### src/rtl/fifo_pkg.sv
// Shared types and constants for the FIFO read-side AXI4-Stream drain engine.
package fifo_pkg;

    typedef enum logic {
        RUN   = 1'b0,
        FLUSH = 1'b1
    } fifo_tx_state_e;

    localparam int unsigned BUF_DEPTH  = 2;
    localparam int unsigned RD_LATENCY = 1;

endpackage

### src/rtl/axis_skid_buf.sv
// Two-entry register buffer; entry 0 is always the head, so head_data comes straight from a flop.
module axis_skid_buf #(
    parameter int unsigned WIDTH = 8
) (
    input  logic             clk,
    input  logic             rst,
    input  logic             clear,
    input  logic             push,
    input  logic [WIDTH-1:0] push_data,
    input  logic             pop,
    output logic [WIDTH-1:0] head_data,
    output logic [1:0]       occ
);

    logic [WIDTH-1:0] mem0_q;
    logic [WIDTH-1:0] mem1_q;
    logic [1:0]       occ_q;

    always_ff @(posedge clk) begin
        if (rst) begin
            mem0_q <= '0;
            mem1_q <= '0;
            occ_q  <= '0;
        end else if (clear) begin
            occ_q <= '0;
        end else begin
            case ({push, pop})
                2'b10: begin
                    if (occ_q == 2'd0) mem0_q <= push_data;
                    else               mem1_q <= push_data;
                    occ_q <= occ_q + 2'd1;
                end
                2'b01: begin
                    mem0_q <= mem1_q;
                    occ_q  <= occ_q - 2'd1;
                end
                2'b11: begin
                    // Simultaneous push and pop: occupancy holds, the queue shifts by one.
                    if (occ_q == 2'd1) begin
                        mem0_q <= push_data;
                    end else begin
                        mem0_q <= mem1_q;
                        mem1_q <= push_data;
                    end
                end
                default: ;
            endcase
        end
    end

    assign head_data = mem0_q;
    assign occ       = occ_q;

endmodule

### src/rtl/fifo_axis_tx.sv
// Drains a 1-cycle-latency FIFO read port into an AXI4-Stream master with fixed-length packet framing.
module fifo_axis_tx
    import fifo_pkg::*;
#(
    parameter int unsigned DATA_WIDTH = 8,
    parameter int unsigned BURST_LEN  = 16,
    parameter int unsigned CNT_WIDTH  = $clog2(BURST_LEN) + 1
) (
    input  logic                  r_clk,
    input  logic                  rreset,
    input  logic                  flush,
    input  logic                  fifo_empty,
    input  logic [DATA_WIDTH-1:0] fifo_read_data,
    output logic                  rd_enable,
    output logic [DATA_WIDTH-1:0] m_axis_tdata,
    output logic                  m_axis_tvalid,
    input  logic                  m_axis_tready,
    output logic                  m_axis_tlast,
    output logic                  busy
);

    localparam logic [CNT_WIDTH-1:0] LAST_IDX = CNT_WIDTH'(BURST_LEN - 1);

    fifo_tx_state_e         state_q;
    fifo_tx_state_e         state_d;
    logic [RD_LATENCY-1:0]  inflight_q;
    logic [CNT_WIDTH-1:0]   beat_cnt_q;
    logic [1:0]             occ;
    logic [2:0]             level;
    logic                   accept;
    logic                   last_beat;
    logic                   buf_push;
    logic                   buf_clear;

    axis_skid_buf #(
        .WIDTH (DATA_WIDTH)
    ) u_buf (
        .clk       (r_clk),
        .rst       (rreset),
        .clear     (buf_clear),
        .push      (buf_push),
        .push_data (fifo_read_data),
        .pop       (accept),
        .head_data (m_axis_tdata),
        .occ       (occ)
    );

    assign accept    = m_axis_tvalid && m_axis_tready;
    assign last_beat = (beat_cnt_q == LAST_IDX);
    assign level     = {1'b0, occ} + {2'b00, inflight_q[0]};

    always_ff @(posedge r_clk) begin
        if (rreset) state_q <= RUN;
        else        state_q <= state_d;
    end

    always_comb begin
        state_d = state_q;
        case (state_q)
            RUN:     if (flush && inflight_q[0]) state_d = FLUSH;
            FLUSH:   state_d = RUN;
            default: state_d = RUN;
        endcase
    end

    always_comb begin
        buf_clear     = flush;
        buf_push      = inflight_q[0] && (state_q == RUN);
        m_axis_tvalid = (occ != 2'd0);
        m_axis_tlast  = m_axis_tvalid && last_beat;
        busy          = (occ != 2'd0) || inflight_q[0] || (state_q == FLUSH);
        // A beat leaving this cycle frees its slot, which is what keeps 1 beat/cycle streaming.
        rd_enable     = (state_q == RUN) && !rreset && !fifo_empty && !flush
                        && (level < (3'(BUF_DEPTH) + {2'b00, accept}));
    end

    always_ff @(posedge r_clk) begin
        if (rreset) begin
            inflight_q <= '0;
            beat_cnt_q <= '0;
        end else begin
            inflight_q <= RD_LATENCY'(rd_enable);
            if (flush)
                beat_cnt_q <= '0;
            else if (accept)
                beat_cnt_q <= last_beat ? '0 : beat_cnt_q + CNT_WIDTH'(1);
        end
    end

endmodule

### config.mk
export PLATFORM = sky130hd
export DESIGN_NAME = fifo_axis_tx
export DESIGN_NICKNAME = d
export VERILOG_FILES = /design/src/rtl/fifo_pkg.sv /design/src/rtl/axis_skid_buf.sv /design/src/rtl/fifo_axis_tx.sv
export SDC_FILE = /design/constraint.sdc
export NUM_CORES = 1
export LEC_CHECK = 0
export CAP_MARGIN = 5
export CORE_MARGIN = 3
export CORE_UTILIZATION = 45
export CTS_CLUSTER_DIAMETER = 150
export DETAILED_ROUTE_END_ITERATION = 12
export GPL_TIMING_DRIVEN = 0
export PLACE_DENSITY = 0.81
export SLEW_MARGIN = 20
export SYNTH_ARGS = -nofsm -noshare
export SYNTH_HDL_FRONTEND = slang
export SYNTH_SLANG_ARGS = --single-unit
### constraint.sdc
create_clock -name r_clk -period 2.5 [get_ports r_clk]
set_input_delay 0.25 -clock r_clk [delete_from_list [all_inputs] [get_ports r_clk]]
set_output_delay 0.25 -clock r_clk [all_outputs]
set_load 0.01 [all_outputs]
==> summary.md <==
| Metric | Value |
|---|---|
| Core Area | about 2800 um^2 |
| Worst EP required | about 2700 ps |
| First-pass GRT wire length | ~5.4 mm |
| Post-CTS setup buffers | 0 |
| Final Util | roughly three fifths |
| Max Slew Vio Count | 0 |
| Net count after synthesis | between 150 and 200 |
| CTS Sinks | 25 |
| # port buffers | 23 |
| Peak Freq | 0.431 GHz |
| Final Net Count | 204 |
| Crit. End Element | flip-flop |
| Worst clock skew | around 5.6 ps |
| Power per cell area | around 440 nW/um^2 |
| Worst skew pair latency | about 310 ps |
| N_diodes | 0 |
| Global route hottest layer | met2 |
| Crit-path max FO | 12 |
| Outcome | finished clean |
| Routed vias/inst | around 6.2 |
| Library cells used by synthesis | 38 |
| Global route overflow | 0 |
| Ys Warns | 0 |
| Final setup viols | 0 |
| Io pins | 25 |
| Die X | around 60 um |
| DRT Wirelength | 3.52 mm |
| GR Util All Layers | a little under a fifth |
| Setup TNS | 0 ps |
| Min Tclk post-route | about 2300 ps |
| Slowest CP cell | nor2b_1 |
| Drt drc | 0 |
| Root Buffer | clkbuf_4 |
| Met3 usage | roughly 1.3% |
| Worst slack, placed | 86.1 ps |
| Die area | between 3000 and 4000 um^2 |
| Lkg Pwr | 0.615 nW |
| Clock slew at reported path FFs | between 100 and 150 ps |
| Synth Flop Type | dfxtp_1 |
| Worst slew margin | ~60% |
| Core Rows | 19 |
| Final worst setup slack | between 150 and 200 ps |
| Synth Cell Area | between 1000 and 1500 um^2 |
| Share of post-route cells with drive strength above 1 | a little over a tenth |
| Peak supply drop | 0.000230 V |
| First-pass DRT Iterations | 4 |
| RSZ-0062 raised after global routing | false |
| Vias in the first global route | 1,179 |
| Placer congestion estimate | about 0.81 |
| GR Util met2 | between 30% and 40% |
| CP max stage delay | ~430 ps |
| Fin crit share | ~93% |
| Post-synthesis register bit count | 25 |
| Die Ht | roughly 61 um |
| Mapped Cells | ~150 |
| MaxCap Viol Count | 0 |
| Final Hold Fails | 0 |
| Total CTS buffers | 3 |
| Pin count of the biggest net entering global routing | 15 |
| Buffer and inverter count on the worst path | 3 |
| Asr flop ratio synth | 0% |
| Drt wl/cell | roughly 17 um |
| Cell Chain, Critical Path | inv_1, ha_2, nand2b_4, inv_2, buf_4, ha_1, nor2b_1, o211ai_1, a311oi_1 |
| Initial core utilization | between 40 and 50% |
| Clock Path Buffers | 2 |
| CP Launch Type | flip-flop |
| Routed vias | about 1,300 |
| Worst slew pin tran | 599 ps |
| P&R area growth vs syn | 22.5% |
| Syn Area/Cell | 8.97 um^2 |
| DRT iter0 DRCs | 81 |
| Post-route ant nets | 0 |
| Worst path arrival time | about 2600 ps |
| CP Class | flip-flop to flip-flop |
| Pwr Total | 0.734 mW |
| Post-synth EDFFs | 0 |
| Initial antenna violation count | 0 |
| Delay-heaviest family, CP | simple AND/OR/NAND/NOR gates |
| Detailed Place HPWL | roughly 2.7 mm |
| H-tree levels | 1 |
| Sequential element share of the synthesized area | 36.7% |
| Worst min-delay path class | input port to flip-flop |
| CTS tree | yes |
| Met1 Resource Use GR | a little over a quarter |
## per-stage QoR
step                      cell area, um^2  hold WS (ps)  std cells
after floorplan                      1360           400        152
after global placement               1630           423        206
after detailed placement             1630           428        206
after CTS                            1660           212        210
after global routing                 1670           225        210
final                                1670           224        210
## synth_stat cells (all sizes together), types with 4 or more instances
master  count  area [um^2]
dfxtp      25          500
a21oi      20          100
ha         11          138
a311oi      9         85.1
o21ai       9         45.0
nand4       8         50.1
o211ai      8         60.1
o31ai       8         60.1
buf         7         51.3
nor2        6         25.0
nand2       5         18.8
inv         4         15.0
nand2b      4         32.5
nor2b       4         25.0
## metal layers
layer	part of all wire (%)	up-vias
li1	-	631
met1	43	612
met2	50	63
met3	7.0	6
met4	0.88	0
met5	0	-
## cell usage in the layout (no fill, tap or decap), types with 4 or more instances in the layout
| cell | instances |
|---|---|
| a21oi_1 | 20 |
| dfxtp_1 | 23 |
| ha_1 | 10 |
| nor2_1 | 5 |
| nand2_1 | 5 |
| a311oi_1 | 8 |
| nor2b_1 | 4 |
| o21ai_0 | 8 |
| o211ai_1 | 8 |
| nand4_1 | 8 |
| o31ai_1 | 8 |
| clkdlybuf4s50_1 | 22 |
## worst reg2reg max path, delay by kind of cell (launching register included)
| kind | cells | cell delay [ps] |
|---|---|---|
| buffers and inverters | 3 | 340 |
| adder cells (fa/ha/maj) | 2 | 460 |
| AO/OA/AOI/OAI | 2 | 420 |
| AND/OR/NAND/NOR | 2 | 600 |
| flip-flops | 1 | 400 |
## worst paths after layout
path                                      to                        from  slack [ps]  cells after the start
max          u_buf.head_data[4]$_SDFFE_PP0P_   u_buf.occ[0]$_SDFFE_PP0P_         180                      9
min          u_buf.head_data[1]$_SDFFE_PP0P_                      rreset         220                      2
max reg2reg  u_buf.head_data[4]$_SDFFE_PP0P_   u_buf.occ[0]$_SDFFE_PP0P_         180                      9
min reg2reg       beat_cnt_q[4]$_SDFFE_PP0P_  beat_cnt_q[4]$_SDFFE_PP0P_         440                      2
## state kept, by name, indices dropped and copies added, names as in the netlist
name and count:
beat_cnt_q 5, u_buf.head_data 8, state_q 1, u_buf.occ 2, inflight_q 1, u_buf.mem1_q 8
## area by class of cell
type	instances	area, um^2
fill	239	1160
multi-input combinational	112	785
sequential	25	505
timing repair buffer	23	233
buffer	10	62.6
tap	31	38.8
clock buffer	3	22.5
inverter	5	18.8
clock inverter	1	5.00
## logic make-up (layout without fill, tap and decap cells)
logic type | Yosys count | after routing | synth area share [%]
AND/OR/NAND/NOR | 41 | 41 | 17.9
flip-flops | 25 | 25 | 36.7
adder cells (fa/ha/maj) | 11 | 11 | 10.1
AO/OA/AOI/OAI | 58 | 58 | 28.1
buffers and inverters | 15 | 42 | 5.96
XOR/XNOR | 2 | 2 | 1.28
## power by group
group | switching (mW) | total (mW) | leakage (nW) | internal, mW
sequential | 0.00834 | 0.419 | 0.204 | 0.410
clock | 0.120 | 0.180 | 0.0177 | 0.0598
combinational | 0.0701 | 0.135 | 0.393 | 0.0652
total | 0.199 | 0.734 | 0.615 | 0.535
## what timing repair did
action | 4_1_cts | 5_1_grt
resized for setup | 2 | 4
hold buffers | 0 | 0
hold endpoints to repair | 0 | 0
endpoints found under the setup margin | 1 | 2
(Power assumes the default switching activity.)
